===== src/rtl/alu_issue_sequencer.sv =====
// Issue/writeback sequencer around a registered ALU: reads operands from a local
// register file, pulses the ALU enable once, then writes the result back and updates S/Z/C.
module alu_issue_sequencer #(
  parameter int DATA_W = 16,
  parameter int NREGS  = 8,
  parameter int REG_AW = 3
) (
  input  logic              clk,
  input  logic              rst,
  input  logic              issue_valid,
  output logic              issue_ready,
  input  logic [4:0]        issue_opcode,
  input  logic [REG_AW-1:0] issue_rd,
  input  logic [REG_AW-1:0] issue_rs,
  input  logic              issue_use_imm,
  input  logic [DATA_W-1:0] issue_imm,
  input  logic              ld_en,
  input  logic [REG_AW-1:0] ld_addr,
  input  logic [DATA_W-1:0] ld_data,
  output logic              alu_enable,
  output logic [4:0]        alu_opcode,
  output logic [DATA_W-1:0] alu_in_a,
  output logic [DATA_W-1:0] alu_in_b,
  input  logic [DATA_W-1:0] alu_out,
  input  logic              alu_cflag,
  output logic [2:0]        flags_q,
  output logic              done,
  output logic              illegal,
  input  logic [REG_AW-1:0] dbg_addr,
  output logic [DATA_W-1:0] dbg_data
);

  localparam logic [4:0] OP_ADD = 5'h00;
  localparam logic [4:0] OP_ADC = 5'h01;
  localparam logic [4:0] OP_SUB = 5'h02;
  localparam logic [4:0] OP_INC = 5'h03;
  localparam logic [4:0] OP_DEC = 5'h04;
  localparam logic [4:0] OP_AND = 5'h05;
  localparam logic [4:0] OP_OR  = 5'h06;
  localparam logic [4:0] OP_XOR = 5'h07;
  localparam logic [4:0] OP_NOT = 5'h08;
  localparam logic [4:0] OP_CMP = 5'h09;

  typedef enum logic [1:0] {S_IDLE, S_EXEC, S_WB} state_t;

  state_t              state_q, state_d;
  logic [DATA_W-1:0]   regs_q [NREGS];
  logic [DATA_W-1:0]   regs_d [NREGS];
  logic [2:0]          flags_d;
  logic [4:0]          alu_opcode_q, alu_opcode_d;
  logic [DATA_W-1:0]   alu_in_a_q, alu_in_a_d;
  logic [DATA_W-1:0]   alu_in_b_q, alu_in_b_d;
  logic [REG_AW-1:0]   rd_q, rd_d;
  logic                op_legal;

  function automatic logic is_legal(input logic [4:0] op);
    case (op)
      OP_ADD, OP_ADC, OP_SUB, OP_INC, OP_DEC,
      OP_AND, OP_OR, OP_XOR, OP_NOT, OP_CMP: return 1'b1;
      default:                               return 1'b0;
    endcase
  endfunction

  // S and Z come from the written-back result; C is whatever the ALU holds.
  function automatic logic [2:0] wb_flags(input logic [DATA_W-1:0] res, input logic c);
    return {res[DATA_W-1], (res == '0), c};
  endfunction

  assign op_legal   = is_legal(alu_opcode_q);
  assign alu_opcode = alu_opcode_q;
  assign alu_in_a   = alu_in_a_q;
  assign alu_in_b   = alu_in_b_q;
  assign dbg_data   = regs_q[dbg_addr];

  always_ff @(posedge clk) begin
    if (rst) state_q <= S_IDLE;
    else     state_q <= state_d;
  end

  always_comb begin
    state_d = state_q;
    case (state_q)
      S_IDLE:  if (issue_valid && issue_ready) state_d = S_EXEC;
      S_EXEC:  state_d = S_WB;
      S_WB:    state_d = S_IDLE;
      default: state_d = S_IDLE;
    endcase
  end

  // A reset arriving mid-instruction suppresses the enable and the retire pulses.
  always_comb begin
    issue_ready = 1'b0;
    alu_enable  = 1'b0;
    done        = 1'b0;
    illegal     = 1'b0;
    case (state_q)
      S_IDLE: issue_ready = !ld_en;
      S_EXEC: alu_enable  = op_legal && !rst;
      S_WB: begin
        done    = !rst;
        illegal = !rst && !op_legal;
      end
      default: ;
    endcase
  end

  always_comb begin
    regs_d       = regs_q;
    flags_d      = flags_q;
    alu_opcode_d = alu_opcode_q;
    alu_in_a_d   = alu_in_a_q;
    alu_in_b_d   = alu_in_b_q;
    rd_d         = rd_q;
    case (state_q)
      S_IDLE: begin
        if (ld_en) begin
          regs_d[ld_addr] = ld_data;
        end else if (issue_valid) begin
          alu_opcode_d = issue_opcode;
          rd_d         = issue_rd;
          alu_in_a_d   = regs_q[issue_rd];
          alu_in_b_d   = issue_use_imm ? issue_imm : regs_q[issue_rs];
        end
      end
      S_WB: begin
        if (op_legal) begin
          flags_d = wb_flags(alu_out, alu_cflag);
          if (alu_opcode_q != OP_CMP) regs_d[rd_q] = alu_out;
        end
      end
      default: ;
    endcase
  end

  always_ff @(posedge clk) begin
    if (rst) begin
      for (int i = 0; i < NREGS; i++) regs_q[i] <= '0;
      flags_q      <= '0;
      alu_opcode_q <= '0;
      alu_in_a_q   <= '0;
      alu_in_b_q   <= '0;
      rd_q         <= '0;
    end else begin
      for (int i = 0; i < NREGS; i++) regs_q[i] <= regs_d[i];
      flags_q      <= flags_d;
      alu_opcode_q <= alu_opcode_d;
      alu_in_a_q   <= alu_in_a_d;
      alu_in_b_q   <= alu_in_b_d;
      rd_q         <= rd_d;
    end
  end

endmodule


===== config.mk =====
export PLATFORM = sky130hd
export DESIGN_NAME = alu_issue_sequencer
export DESIGN_NICKNAME = d
export VERILOG_FILES = /design/src/rtl/alu_issue_sequencer.sv
export SDC_FILE = /design/constraint.sdc
export NUM_CORES = 1
export LEC_CHECK = 0
export CORE_MARGIN = 2
export CORE_UTILIZATION = 63
export CTS_CLUSTER_DIAMETER = 150
export DETAILED_ROUTE_END_ITERATION = 7
export HOLD_SLACK_MARGIN = 0.1
export PLACE_DENSITY_LB_ADDON = 0.15
export RECOVER_POWER = 50
export REMOVE_ABC_BUFFERS = 1
export SYNTH_ARGS = -nofsm -noshare
export SYNTH_HDL_FRONTEND = slang
export SYNTH_SLANG_ARGS = --single-unit

===== constraint.sdc =====
create_clock -name clk -period 7.1 [get_ports clk]
set_input_delay 2.13 -clock clk [delete_from_list [all_inputs] [get_ports clk]]
set_output_delay 2.13 -clock clk [all_outputs]
set_load 0.005 [all_outputs]

==> flow_summary.yaml, run 1 <==
status:
  run_status: "finished with violations"
  failing_checks: "max-capacitance violations, max-slew violations"
cts:
  h_tree_depth: 4
  clkLatencyLatePin_ns: 0.44
  numCtsBuffers: 17
  clock_path_buffers: 2
  cts_setup_buffers: 0
  cts_hold_buffers: 0
  clkTransAtPathRegs_ns: 0.06
  cts_num_sinks: 174
  cts_repair_resize_count: 0
  cts_tree: "done"
  clock_tree.root_cell: "clkbuf_16"
synth:
  synth_enable_flop_cells: 0
  ys_seq_area_share_pct: 28.2
  post_synth_instance_area_sq_um: 12300
  ys_ff_latch: 174
  syn_inst: 1243
  avgSynthCellArea_sq_um: 9.93
  dominantRegCellSynth: "dfxtp_1"
  total_of_warnings_raised_by_yosys: 0
  synth_cell_types: 37
  synth_async_sr_flop_share_pct: 0
timing:
  worst-slew-pin-transition_ns: 4.16
  final_max_slew_viol_count: 121
  final_hold_viol_count: 0
  timing.fmax_mhz: 158
  setup-violations-final: 0
  worst_setup_skew_after_layout_ns: 0.00950
  timing.slew.headroom_pct: -177
  hold_slack_ns: 0.491
  layout_min_cycle_time_ns: 6.34
  rsz_0062_raised_after_global_routing: "false"
  finalSetupTns_ns: 0
  final.period_utilization_pct: 89.4
power_and_ir_drop:
  leakage_nw: 5.31
  ir_worst_vdd_mv: 0.184
  cellPowerDensity_nw_per_um2: 173
finish:
  num_antenna_cells: 0
  layout-area-overhead-vs-synth_pct: 12.0
  layout.area.seq_sq_um: 3480
  post_route_cells_drive_above_1_share_pct: 15.2
  multi_input_area_sq_um: 7870
  filler_cell_count: 1488
  final_nets: 1313
  layout.cells.non_filler: 1519
  fin_util_pct: 71.5
grt:
  grt-ovfl-total: 0
  first_global_vias: 10100
  pin_count_of_the_biggest_net_entering_global_routing: 122
  groute.usage.overall_pct: 38.5
  grt_pass1_wl_microns: 59500
  antenna_found_initial: 0
worst_setup_path:
  worst-endpoint-arrival_ns: 4.21
  start_kind: "input pin"
  endpoint_kind: "primary output"
  worstSetupPathType: "input pin to primary output"
  timing.critical_path.fanout_max: 14
  timing.critical_path.required_ns: 4.97
floorplanning:
  dieWidth_microns: 144
  rows: 51
  dieArea_sq_um: 20700
  ioPinCount: 131
  floorplan.die.height_microns: 144
  core_region_area_sq_um: 19300
  floorplan.initialDensity_pct: 63.8
detailed_routing:
  drt_iter0_drc: 1581
  remaining_drc_errors: 0
  routedWlPerCell_microns: 26.4
  dr.pass1.iters: 5
  wirelength_microns: 40100
  route.antenna.remaining_nets: 0
  route.detailed.vias_per_inst: 7.17
  vias: 10900
place:
  weighted_congestion_reported_at_the_end_of_routability_driven_placement: 0.893
  port_buffers: 130
  dp.cells: 1488
  detailed_place_hpwl_microns: 22900
job:
  max_cap_viol_count: 2
min_path:
  min_path_type: "flop to flop"
==> synthesized netlist by cell type, types with 4 or more instances <==
| cell type | count | area (sq um) |
|---|---|---|
| buf_6 | 14 | 158 |
| nand2_1 | 27 | 101 |
| a211oi_1 | 32 | 240 |
| a221oi_1 | 16 | 140 |
| clkbuf_1 | 93 | 349 |
| a32oi_1 | 128 | 1120 |
| mux2_2 | 31 | 349 |
| nor3b_4 | 6 | 113 |
| clkbuf_2 | 7 | 35.0 |
| nor2_1 | 164 | 616 |
| mux2_1 | 63 | 709 |
| o211ai_1 | 8 | 60.1 |
| mux2i_1 | 64 | 641 |
| a21o_1 | 9 | 67.6 |
| o21ai_1 | 12 | 60.1 |
| dfxtp_1 | 174 | 3480 |
| buf_4 | 11 | 82.6 |
| buf_2 | 40 | 200 |
| mux2_4 | 50 | 751 |
| nor4_1 | 4 | 25.0 |
| mux4_2 | 72 | 1620 |
| a21oi_1 | 19 | 95.1 |
| a22oi_1 | 16 | 120 |
| nor2b_1 | 132 | 826 |
| and3b_1 | 22 | 193 |
| buf_1 | 13 | 48.8 |
==> final timing paths <==
kind	to	cells past startpoint	from	slack (ns)
setup reg to reg	regs_q[100]	4	rd_q[0]	3.90
setup / recovery	dbg_data[9]	5	dbg_addr[0]	0.76
hold / removal	alu_opcode[0]	2	alu_opcode[0]	0.49
hold reg to reg	alu_opcode[0]	2	alu_opcode[0]	0.49
==> per-layer routing <==
layer	global-route usage [%]	share of wire, %
met1	51.3	38
met2	60.3	45
met3	7.96	13
met4	18.3	5.1
met5	0	0
==> state kept, by name, summed over array words and instances (netlist names), named ones only <==
| name | count |
|---|---|
| alu_in_b | 16 |
| state_q | 2 |
| alu_opcode | 5 |
| rd_q | 3 |
| alu_in_a | 16 |
| regs_q | 128 |
| flags_q | 3 |
==> stage by stage <==
step | instance area [sq um] | setup WS, ns | power (W)
3_3_place_gp | 13300 | 0.781 | 0.00137
5_1_grt | 13800 | 0.648 | 0.00245
6_report | 13800 | 0.756 | 0.00240
3_5_place_dp | 13300 | 0.749 | 0.00137
4_1_cts | 14000 | 0.748 | 0.00239
2_1_floorplan | 11500 | -0.608 | 0.00117
==> cell type report <==
| type | count | area share [%] |
|---|---|---|
| multi-input combinational | 891 | 57.0 |
| sequential | 174 | 25.2 |
| timing repair buffer | 158 | 10.8 |
| clock buffer | 20 | 3.23 |
| tap | 265 | 2.40 |
| clock inverter | 11 | 1.38 |
==> power by group <==
part / switching [W] / leakage, nW / internal (W)
combinational: 0.000208 / 3.61 / 0.000138
sequential: 0.0000131 / 1.41 / 0.000994
clock: 0.000414 / 0.298 / 0.000631
==> worst max-delay path: stages <==
cell,delay (ns)
buf_2,0.44
buf_4,0.38
mux4_2,0.54
mux2_2,0.27
clkdlybuf4s50_1,0.44
==> cell families after synthesis <==
family / Yosys count / share of synthesized area (%)
AOI/OAI and AO/OA: 240 / 15.4
buffers and inverters: 178 / 7.08
DFF: 174 / 28.2
muxes: 280 / 33.0
and+or+nand+nor: 371 / 16.3
==> layout by cell type (no fill, tap or decap), types with 24 or more instances in the layout <==
| cell | count |
|---|---|
| a211oi_1 | 32 |
| a32oi_1 | 128 |
| buf_4 | 24 |
| clkdlybuf4s50_1 | 81 |
| dfxtp_1 | 174 |
| dlygate4sd3_1 | 44 |
| mux2_1 | 90 |
| mux2_2 | 31 |
| mux2i_1 | 64 |
| mux4_2 | 72 |
| nand2_1 | 27 |
| nor2_1 | 164 |
| nor2b_1 | 132 |
Note: power is estimated with default switching activity, not from simulation.
==> inputs of run 2 (changes only) <==
==> constraint.sdc (replaced) <==
create_clock -name clk -period 7.95 [get_ports clk]
set_input_delay 2.385 -clock clk [delete_from_list [all_inputs] [get_ports clk]]
set_output_delay 2.385 -clock clk [all_outputs]
set_load 0.005 [all_outputs]
==> run 2 against run 1 <==
  * The flow still finishes with violations (max-capacitance violations, max-slew violations)
  * Global-route usage fell by 0.59 points
  * Sequential cell count unchanged
  * Via count is 0.60% lower
  * Clock skew down 0.0011 ns
  * Critical endpoint is now regs_q[37]
  * Largest power group is now sequential cells
==> flow_summary.yaml, run 2 (synthesis gave the netlist of run 1 again) <==
timing:
  timing.fmax_mhz: 147
  worst-slew-pin-transition_ns: 4.90
  hold_slack_ns: 0.487
  timing.slew.headroom_pct: -227
  final_hold_viol_count: 0
  final_max_slew_viol_count: 183
  setup-violations-final: 0
  layout_min_cycle_time_ns: 6.80
  rsz_0062_raised_after_global_routing: "false"
  worst_setup_skew_after_layout_ns: 0.00844
  final.period_utilization_pct: 85.6
place:
  detailed_place.area_sq_um: 13300
  port_buffers: 130
  detailed_place_hpwl_microns: 22300
  weighted_congestion_reported_at_the_end_of_routability_driven_placement: 0.868
  dp.cells: 1482
cts:
  clock_path_buffers: 2
  clock_tree.root_cell: "clkbuf_16"
  cts_num_sinks: 174
  numCtsBuffers: 17
  cts_repair_resize_count: 0
  clkTransAtPathRegs_ns: 0.07
  h_tree_depth: 4
  cts_tree: "done"
  cts_setup_buffers: 0
  clkLatencyLatePin_ns: 0.44
  cts_hold_buffers: 0
worst_setup_path:
  worst-endpoint-arrival_ns: 7.12
  timing.critical_path.fanout_max: 117
  start_kind: "input pin"
  endpoint_kind: "flop"
  critPathLaunch: "rst"
  ff2ff_setup_slack_ns: 4.17
  worstReg2RegStart: "state_q[0]"
  worstSetupPathType: "input pin to flop"
  timing.critical_path.required_ns: 8.27
min_path:
  hold_path_startpoint: "alu_opcode[0]"
  min_path_type: "flop to flop"
finish:
  top_register: "regs_q"
  final_common_cell: "dfxtp_1"
  final_cell_area_sq_um: 13700
  layout.area.seq_sq_um: 3480
  fin_util_pct: 71.1
  layout-area-overhead-vs-synth_pct: 11.4
  largest_reg_flops: 128
  filler_cell_count: 1499
  multi_input_area_sq_um: 7880
  final_nets: 1307
  post_route_cells_drive_above_1_share_pct: 15.4
  most-common-layout-cells: "dfxtp_1 (174), nor2_1 (164), nor2b_1 (132)"
  layout.cells.non_filler: 1515
power_and_ir_drop:
  leakage_nw: 5.28
  ir_worst_vdd_mv: 0.150
  cellPowerDensity_nw_per_um2: 149
  post-layout-total-power_w: 0.00205
status:
  run_status: "finished with violations"
  failing_checks: "max-capacitance violations, max-slew violations"
floorplanning:
  ioPinCount: 131
  dieWidth_microns: 144
  rows: 51
  dieArea_sq_um: 20700
  core_region_area_sq_um: 19300
  floorplan.initialDensity_pct: 63.8
  floorplan.die.height_microns: 144
grt:
  grt-ovfl-total: 0
  grt_pass1_wl_microns: 59000
  antenna_found_initial: 1
  pin_count_of_the_biggest_net_entering_global_routing: 118
  first_global_vias: 10100
  groute.usage.overall_pct: 38.0
detailed_routing:
  dr.pass1.iters: 6
  drt_iter0_drc: 1500
  route.detailed.vias_per_inst: 7.15
  route.antenna.remaining_nets: 0
  remaining_drc_errors: 0
  vias: 10800
  routedWlPerCell_microns: 26.0
  wirelength_microns: 39300
job:
  max_cap_viol_count: 2
run 2: worst paths after layout:
| path | depth (start not counted) | endpoint |
|---|---|---|
| setup / recovery | 4 | regs_q[37] |
| hold / removal | 2 | alu_opcode[0] |
| setup reg to reg | 6 | flop |
| hold reg to reg | 2 | alu_opcode[0] |
run 2: cell type report:
class | instances | area share [%]
multi-input combinational | 891 | 57.4
clock inverter | 13 | 1.02
timing repair buffer | 152 | 10.7
tap | 265 | 2.41
antenna | 1 | 0.0182
clock buffer | 19 | 3.15
sequential | 174 | 25.3
run 2: critical path, stage by stage:
cell and delay (ns):
clkbuf_8 0.45, clkbuf_1 3.46, nor2b_1 0.20, mux2_1 0.53
run 2: power breakdown:
part | total, W | switching [W] | internal (W)
combinational | 0.000309 | 0.000184 | 0.000124
sequential | 0.000899 | 0.0000117 | 0.000887
clock | 0.000840 | 0.000376 | 0.000464
run 2: stage by stage:
stage                     worst slack [ns]  setup TNS, ns
final                                 1.15              0
after global routing                 0.767              0
after CTS                             1.14              0
after detailed placement              1.15              0
after global placement                1.18              0
after floorplan                    -0.0134        -0.0134
run 2: routing by layer:
metal  vias to the layer above  track usage (%)  part of all wire [%]
li1                       4659                -                     -
met1                      5209             50.1                    39
met2                       815             57.7                    44
met3                       144             9.43                    12
met4                         0             19.9                   5.1
met5                         -                0                     0
==> inputs of run 3 (changes only) <==
--- a/config.mk
+++ b/config.mk
@@ -9,6 +9,7 @@
 export CORE_UTILIZATION = 63
 export CTS_CLUSTER_DIAMETER = 150
 export DETAILED_ROUTE_END_ITERATION = 7
+export GPL_TIMING_DRIVEN = 1
 export HOLD_SLACK_MARGIN = 0.1
 export PLACE_DENSITY_LB_ADDON = 0.15
 export RECOVER_POWER = 50
==> results of run 3 <==
Same layout as run 2: the final DEF is identical, and so are final timing and power.
==> RTL edit, RTL diff (config.mk and constraints of run 3) <==
Make the reset (`rst`) asynchronous in 2 clocked blocks.
--- a/src/rtl/alu_issue_sequencer.sv
+++ b/src/rtl/alu_issue_sequencer.sv
@@ -72,7 +72,7 @@
   assign alu_in_b   = alu_in_b_q;
   assign dbg_data   = regs_q[dbg_addr];
 
-  always_ff @(posedge clk) begin
+  always_ff @(posedge clk or posedge rst) begin
     if (rst) state_q <= S_IDLE;
     else     state_q <= state_d;
   end
@@ -132,7 +132,7 @@
     endcase
   end
 
-  always_ff @(posedge clk) begin
+  always_ff @(posedge clk or posedge rst) begin
     if (rst) begin
       for (int i = 0; i < NREGS; i++) regs_q[i] <= '0;
       flags_q      <= '0;
Behaviour: not the same (a bounded check fails within 4 cycles, from zero or initial values and one cycle with rst high; the reset may be asserted at any time).
==> RTL edit against run 3 <==
First-iteration DRC count fell by 33%; design area decreased by 5.6%; wire length decreased by 13%; setup slack worse by 0.11 ns; synthesized cell count is 31% lower; synthesized area fell by 9.2%; highest routed layer unchanged; sequential cell count down 1; clock power is essentially flat; largest power group unchanged; critical path depth is 1 higher; utilization grew 3.7 points; total power rose by 24%; the run still ends with capacitance limit, slew limit left.
==> RTL edit: results (changes against run 3) <==
WL met1 12,200 um (-21%); overall routing resource usage 37.9% (-0.11 points); synth top area cells dfrtp_1 (39%), mux4_2 (19%), mux2_2 (12%); Synth top cells by count dfrtp_1 (173), o2bb2ai_1 (128), mux2_2 (118), mux4_2 (96), nand2_1 (73); Wirelength per Cell 29.4 um (+13%); GR met1 Demand/Resource 48.5% (-1.5 points); Avg Synthesized Cell Area 13.1 um2 (+32%); met2 WL 16,300 um (-5.6%); Arr. time, crit path 4.53 ns (-2.59 ns); setup slack, reg-to-reg 4.04 ns (-0.13 ns); post-synth cell types 41 (+11%); reg2reg start state_q[1]; R2R cell count 5 (-1); post-synthesis mux area share 38.8% (+5.9 points); sequential power share 43.2% (-0.7 points); first-pass GRT wire length 52,000 um (-12%); vias 8,643 (-20%); postcts setup bufs 0 (unchanged); Place WS 1.08 ns (-0.0708 ns); Final Max Slew Viols 167 (-8.7%); Clock transition at path regs 0.06 ns; vias in the first global route 9,141 (-9.5%); Slew @ Worst Pin 2.94 ns (-1.96 ns); clock skew 0.00730 ns (-0.00114 ns); number of placed cells counting well taps 1,128 (-24%); compound-gate portion of the synthesized area 12.4% (-3.0 points); DR iter-0 viols 1,005 (-33%); met3 WL post-DR 4130 um (-11%); status finished, violations left; NumNets Final 993 (-24%); placed instance area 12,400 um2 (-6.6%); met2 Track Usage GR 59.3% (+1.6 points); maximum vdd drop 0.160 mV (+6.2%); Max-cap violations 4 (+2); hold_ws 0.475 ns (-0.0114 ns); critical path fanouts, max 32 (-73%); max reg flops 128 (unchanged); failing checks capacitance limit, slew limit; hold endpoint alu_in_b[2]; leakage dissipation 5.51 nW (+4.4%); RePlAce Congestion 0.837 (-3.6%); # DRC 0 (unchanged); 1st-pass router iterations 5 (-1); HPWL after DPL 20,400 um (-8.7%); share of post-route cells with drive strength above 1 29.9% (+15 points); met3 usage 10.1% (+0.69 points); largest net degree at the start of global routing 121 (+2.5%); overall routed net length 34,100 um (-13%); Worst Min Path Start alu_in_b[2]; Seq/Total Area, Yosys 38.6% (+10 points); area share of fa/ha/maj cells after synthesis 0% (unchanged); worst stage delay on the critical path 0.48 ns (-2.98 ns); Async SR Flop Fraction 100% (+100 points); part of the power in combinational logic 23.8% (+8.7 points); initial antenna violation count 0 (-1); Power Sequential 1.10 mW (+22%); critical path's slowest cell buf_4; Antenna diodes 0 (-1); Switch Pwr 0.754 mW (+32%)
## RTL edit: cell count changes after synthesis, sizes merged, moves of 22 or more
cell and delta:
mux2i -31, clkbuf -63, a32oi -128, nor2 -152
dfrtp +173, o2bb2ai +128, nand2 +46, and3b -22
a211oi -32, o21ai +22, nor2b -131, mux4 +24
dfxtp -174
## RTL edit: worst max path at each step
stage	cells after the start	to	start	slack (ns)
floorplan	1	alu_in_a[0]	rst	0.88
global placement	5	dbg_data[4]	dbg_addr[0]	1.15
detailed placement	5	dbg_data[9]	dbg_addr[0]	1.08
CTS	5	dbg_data[15]	dbg_addr[1]	1.06
global route	5	dbg_data[9]	dbg_addr[0]	0.97
finish	5	dbg_data[15]	dbg_addr[1]	1.04
## RTL edit: cell type report
cell class | instances | area (um2)
tap | 225 | 282
multi-input combinational | 579 | 6370
inverter | 6 | 27.5
clock buffer | 21 | 460
clock inverter | 9 | 114
timing repair buffer | 145 | 1390
fill | 1130 | 4380
sequential | 173 | 4330
